`src/rtl/ahb_replica_voter_pkg.sv`:
```
// Shared hardisc lockstep definitions: bundle width, checker state type and a
// small helper used by the replica voter.
package p_hardisc;

    localparam int AHB_BUNDLE_W = 91;

    typedef enum logic [1:0] {
        LS_OK         = 2'd0,
        LS_CORRECTING = 2'd1,
        LS_FAILED     = 2'd2
    } lockstep_state_t;

    // Number of replicas disagreeing with the vote.
    function automatic logic [1:0] count3(input logic [2:0] v);
        return {1'b0, v[0]} + {1'b0, v[1]} + {1'b0, v[2]};
    endfunction

endpackage

```
`src/rtl/lockstep_delay.sv`:
```
// Reset-to-zero shift register, DELAY stages deep; DELAY=0 is a plain wire.
// Used to hold back the leading replica so all copies line up in time.
module lockstep_delay #(
    parameter int BUS_W = 91,
    parameter int DELAY = 2
) (
    input  logic             clk,
    input  logic             rst_n,
    input  logic [BUS_W-1:0] d,
    output logic [BUS_W-1:0] q
);

    generate
        if (DELAY == 0) begin : g_bypass
            assign q = d;
        end else begin : g_chain
            for (genvar gi = 0; gi < DELAY; gi++) begin : g_stage
                logic [BUS_W-1:0] stage_reg;
                logic [BUS_W-1:0] stage_next;

                if (gi == 0) begin : g_head
                    assign stage_next = d;
                end else begin : g_tail
                    assign stage_next = g_stage[gi-1].stage_reg;
                end

                always_ff @(posedge clk or negedge rst_n) begin
                    if (!rst_n) begin
                        stage_reg <= '0;
                    end else begin
                        stage_reg <= stage_next;
                    end
                end
            end
            assign q = g_stage[DELAY-1].stage_reg;
        end
    endgenerate

endmodule

```
`src/rtl/ahb_replica_voter.sv`:
```
// Aligns replicated AHB master bundles, votes them onto the bus and tracks
// correctable / unrecoverable discrepancies with a sticky-failure state machine.
module ahb_replica_voter
    import p_hardisc::*;
#(
    parameter int REPLICAS = 3,
    parameter int DELAY    = 2,
    parameter int BUS_W    = AHB_BUNDLE_W,
    parameter int MAX_RUN  = 4
) (
    input  logic             s_clk_i,
    input  logic             s_resetn_i,
    input  logic             s_cmp_en_i,
    input  logic [BUS_W-1:0] s_rep_i [REPLICAS],
    output logic [BUS_W-1:0] s_bus_o,
    output logic [1:0]       s_unrec_err_o,
    output logic             s_corr_o,
    output logic [1:0]       s_fault_rep_o,
    output logic [7:0]       s_corr_cnt_o
);

    localparam int WU_W    = (DELAY > 0) ? $clog2(DELAY + 1) : 1;
    localparam int RUN_W   = $clog2(MAX_RUN + 1);
    localparam bit CHECKED = (REPLICAS > 1);

    logic [BUS_W-1:0] aligned [REPLICAS];
    logic [BUS_W-1:0] vote;
    logic [2:0]       rep_diff;
    logic [1:0]       n_diff;
    logic             corr_hit;
    logic             unrec_hit;
    logic [1:0]       corr_idx;
    logic             qualified;

    lockstep_state_t  state_reg, state_next;
    logic [RUN_W-1:0] run_reg, run_next;
    logic [WU_W-1:0]  warm_reg;
    logic             corr_reg, corr_next;
    logic             unrec_reg, unrec_next;
    logic [1:0]       fault_reg, fault_next;
    logic [7:0]       cnt_reg, cnt_next;

    // Replica 0 runs DELAY cycles ahead; the others are already aligned.
    lockstep_delay #(
        .BUS_W (BUS_W),
        .DELAY (DELAY)
    ) u_lead_delay (
        .clk   (s_clk_i),
        .rst_n (s_resetn_i),
        .d     (s_rep_i[0]),
        .q     (aligned[0])
    );

    generate
        for (genvar gi = 1; gi < REPLICAS; gi++) begin : g_live
            assign aligned[gi] = s_rep_i[gi];
        end

        if (REPLICAS == 3) begin : g_tmr
            assign vote = (aligned[0] & aligned[1]) |
                          (aligned[0] & aligned[2]) |
                          (aligned[1] & aligned[2]);
        end else begin : g_single
            assign vote = aligned[0];
        end

        for (genvar gi = 0; gi < 3; gi++) begin : g_diff
            if (gi < REPLICAS) begin : g_used
                assign rep_diff[gi] = (aligned[gi] != vote);
            end else begin : g_absent
                assign rep_diff[gi] = 1'b0;
            end
        end
    endgenerate

    assign s_bus_o   = vote;
    assign n_diff    = count3(rep_diff);
    assign corr_hit  = (REPLICAS == 3) && (n_diff == 2'd1);
    // With two replicas the vote is replica 0, so any disagreement is fatal.
    assign unrec_hit = (REPLICAS == 3) ? (n_diff >= 2'd2) : (n_diff != 2'd0);
    assign corr_idx  = rep_diff[1] ? 2'd1 : (rep_diff[2] ? 2'd2 : 2'd0);
    assign qualified = CHECKED && s_cmp_en_i && (warm_reg == '0);

    always_comb begin
        state_next = state_reg;
        run_next   = run_reg;
        corr_next  = 1'b0;
        unrec_next = 1'b0;
        fault_next = fault_reg;
        cnt_next   = cnt_reg;

        if (qualified && state_reg != LS_FAILED) begin
            if (unrec_hit) begin
                unrec_next = 1'b1;
                state_next = LS_FAILED;
            end else if (corr_hit) begin
                corr_next  = 1'b1;
                fault_next = corr_idx;
                if (cnt_reg != 8'hFF) begin
                    cnt_next = cnt_reg + 8'd1;
                end
                if (state_reg == LS_CORRECTING && corr_idx == fault_reg) begin
                    run_next = run_reg + RUN_W'(1);
                end else begin
                    run_next = RUN_W'(1);
                end
                state_next = (run_next == RUN_W'(MAX_RUN)) ? LS_FAILED : LS_CORRECTING;
            end else if (state_reg == LS_CORRECTING) begin
                state_next = LS_OK;
                run_next   = '0;
            end
        end
    end

    always_ff @(posedge s_clk_i or negedge s_resetn_i) begin
        if (!s_resetn_i) begin
            state_reg <= LS_OK;
            run_reg   <= '0;
            warm_reg  <= WU_W'(DELAY);
            corr_reg  <= 1'b0;
            unrec_reg <= 1'b0;
            fault_reg <= '0;
            cnt_reg   <= '0;
        end else begin
            state_reg <= state_next;
            run_reg   <= run_next;
            corr_reg  <= corr_next;
            unrec_reg <= unrec_next;
            fault_reg <= fault_next;
            cnt_reg   <= cnt_next;
            if (warm_reg != '0) begin
                warm_reg <= warm_reg - WU_W'(1);
            end
        end
    end

    assign s_unrec_err_o = {state_reg == LS_FAILED, unrec_reg};
    assign s_corr_o      = corr_reg;
    assign s_fault_rep_o = fault_reg;
    assign s_corr_cnt_o  = cnt_reg;

endmodule

```
`config.mk`:
```
export PLATFORM = sky130hd
export DESIGN_NAME = ahb_replica_voter
export DESIGN_NICKNAME = d
export VERILOG_FILES = /design/src/rtl/ahb_replica_voter_pkg.sv /design/src/rtl/lockstep_delay.sv /design/src/rtl/ahb_replica_voter.sv
export SDC_FILE = /design/constraint.sdc
export NUM_CORES = 1
export LEC_CHECK = 0
export ABC_AREA = 0
export CORE_MARGIN = 8
export CORE_UTILIZATION = 50
export CTS_CLUSTER_SIZE = 16
export DETAILED_ROUTE_END_ITERATION = 10
export PLACE_DENSITY = 0.95
export SLEW_MARGIN = 20
export SYNTH_ARGS = -nofsm -noshare
export SYNTH_HDL_FRONTEND = slang
export SYNTH_SLANG_ARGS = --single-unit
```
`constraint.sdc`:
```
create_clock -name s_clk_i -period 7.19 [get_ports s_clk_i]
set_clock_uncertainty 0.2 [all_clocks]
set_input_delay 1.438 -clock s_clk_i [delete_from_list [all_inputs] [get_ports s_clk_i]]
set_output_delay 1.438 -clock s_clk_i [all_outputs]
set_load 0.02 [all_outputs]
```
==> flow_summary.json <==
{
  "fin_setup_tns_ns": 0,
  "synth_nets": 1457,
  "num_rows": 55,
  "ctsResizeCount": 0,
  "fin_util_pct": 73.2,
  "hold_viol_final": 0,
  "ys_seq_area_share_pct": 44.8,
  "synth_cell_types": 47,
  "rsz0062_at_grt": "false",
  "drc": 0,
  "synth_area_sq_um": 11200,
  "most-common-layout-cells": "378 x clkdlybuf4s50_1, 213 x nor2_1, 200 x dfrtp_1",
  "outcome": "finished clean",
  "initial_utilization_pct": 50.3,
  "dr_total_vias": 11800,
  "synth_edf_count": 0,
  "layout_commonest_cell": "clkdlybuf4s50_1",
  "drtPass1Iterations": 6,
  "tightest_slew_ns": 1.18,
  "max_slew_margin_pct": 19.1,
  "cts_made_buffers": 23,
  "clk_path_buf_depth": 3,
  "async_flop_share_pct": 100,
  "path_clk_slew_ns": 0.06,
  "routed_via_density": 6.20,
  "drv_slew": 0,
  "hpwl_um": 37700,
  "syn_inst": 1177,
  "ys.flop_type": "dfrtp_1",
  "fillers": 1564,
  "track_usage_pct": 32.5,
  "postPlaceCellArea_sq_um": 15500,
  "root_buffer": "clkbuf_16",
  "die_w_um": 166,
  "powerDensity_nw_per_um2": 200,
  "ios": 380,
  "grt_pass1_wl_um": 69000,
  "setup_viol": 0,
  "period_share_pct": 85.2,
  "h-tree-depth": 1,
  "crit_required_ns": 7.43,
  "postCtsSetupBuffers": 0,
  "routedWlPerCell_um": 24.6,
  "cts_num_sinks": 201,
  "crit_type": "input port to flip-flop",
  "die_h_um": 166,
  "antenna_found_initial": 6,
  "clk_latency_ns": 0.52,
  "fin_area_sq_um": 16400,
  "fin_crit_ns": 6.13,
  "area_growth_pct": 45.7,
  "vdd_drop_max_v": 0.000181,
  "dieArea_sq_um": 27500,
  "grt_max_degree": 75,
  "crit_fanout": 8,
  "hold_path_class": "flip-flop to flip-flop",
  "ff2ff_path_depth": 12,
  "p_leak_uw": 0.00692,
  "drive_above_1_share_pct": 4.53,
  "gp_congestion": 0.945,
  "core_area_sq_um": 22400,
  "arrival_ns": 6.37,
  "multi_input_area_sq_um": 6080,
  "endpoint_kind": "flip-flop",
  "portBuffers": 379,
  "avgSynthCellArea_sq_um": 9.55,
  "grt_overflow": 0,
  "cts_tree": "built",
  "ff_latch_area_sq_um": 5030,
  "hold_buffers": 0,
  "cp-start-kind": "input port",
  "maxCapViolations": 0,
  "first_iter_violations": 1086,
  "synth-seq-cells": 201,
  "postRouteAntennaNets": 0,
  "drt-total-wl_um": 46700,
  "nNetsFinal": 1874,
  "ys.warnings.count": 0,
  "fmax_ghz": 0.163,
  "grt_pass1_vias": 11600,
  "min_path_cells": 0
}
[logic make-up (layout without fill, tap and decap cells)]
| group | after synthesis | count (layout) | synth area share [%] |
|---|---|---|---|
| xor+xnor | 9 | 9 | 0.768 |
| flops | 201 | 201 | 44.8 |
| simple gates | 720 | 720 | 40.2 |
| fa+ha+maj | 4 | 4 | 0.512 |
| mux | 4 | 4 | 0.367 |
| compound gates | 206 | 206 | 12.2 |
| buf+inv | 33 | 466 | 1.14 |
| other cells | 0 | 4 | 0 |
[where the power goes]
group          switching [uW]  leakage [uW]  internal (uW)
sequential               45.7       0.00238           1180
clock                     496      0.000424            859
combinational             356       0.00412            334
[layer usage]
layer / routed length [um] / up-vias / track usage, %
met3: 4240 / 169 / 8.25
met1: 17800 / 5694 / 38.1
li1: - / 5261 / -
met5: 22 / - / 0
met4: 2860 / 4 / 17.6
met2: 21800 / 654 / 54.2
[cell usage after synthesis (2+ instances only)]
cell	number	area share (%)
a2111oi_0	41	3.2
a2111oi_1	8	0.71
a2111oi_2	4	0.53
a21oi_1	93	4.1
and3b_1	144	11
dfrtp_1	200	45
ha_1	3	0.33
inv_1	31	1.0
mux2i_1	3	0.27
nand2_1	9	0.30
nand2b_1	6	0.33
nand3b_1	8	0.53
nand4_1	32	1.8
nor2_1	213	7.1
nor2b_1	98	5.5
nor3_1	3	0.13
nor3b_1	147	9.8
nor4_1	49	2.7
o21ai_0	3	0.13
o221ai_1	2	0.16
o22ai_1	44	2.4
or3b_2	5	0.39
xnor2_1	5	0.39
xor2_1	3	0.23
[worst max-delay path, cell delays in order]
cell             delay (ns)
clkdlybuf4s50_1        0.47
nor2b_1                0.17
a2111oi_0              1.03
nand4_1                0.39
nor4_1                 0.31
nand4_1                0.26
inv_1                  0.18
fa_1                   0.44
or4b_1                 0.73
a31oi_4                0.31
nand4_1                0.21
nor3_1                 0.24
xor2_1                 0.17
[final cells by class]
type | instances | share of cell area (%)
clock buffer | 27 | 3.73
timing repair buffer | 394 | 23.9
antenna | 4 | 0.0611
inverter | 31 | 0.711
sequential | 201 | 30.7
clock inverter | 14 | 1.56
tap | 285 | 2.18
multi-input combinational | 943 | 37.1
[through the flow]
| stage | hold slack (ns) | std cells | worst slack [ns] | power, uW |
|---|---|---|---|---|
| 3_3_place_gp | 0.132 | 1854 | 0.752 | 1910 |
| 4_1_cts | 0.142 | 1895 | 1.18 | 3280 |
| 2_1_floorplan | 0.131 | 1177 | 2.42 | 1490 |
| 5_1_grt | 0.152 | 1899 | 1.03 | 3380 |
| 6_report | 0.142 | 1899 | 1.06 | 3270 |
| 3_5_place_dp | 0.135 | 1854 | 0.672 | 1920 |
[final timing paths]
check	start	endpoint	slack, ns
worst max-delay path	s_rep_i[45]	s_corr_cnt_o[7]	1.06
worst min-delay path	u_lead_delay.g_chain.g_stage[0].stage_reg[49]	u_lead_delay.q[49]	0.14
worst max register to register	u_lead_delay.q[11]	s_corr_cnt_o[7]	2.12
worst min register to register	u_lead_delay.g_chain.g_stage[0].stage_reg[49]	u_lead_delay.q[49]	0.14
max in group asynchronous	s_resetn_i	u_lead_delay.g_chain.g_stage[0].stage_reg[32]	4.73
min in group asynchronous	s_resetn_i	u_lead_delay.q[46]	0.72
No activity file was read; power rests on OpenSTA's default activity.
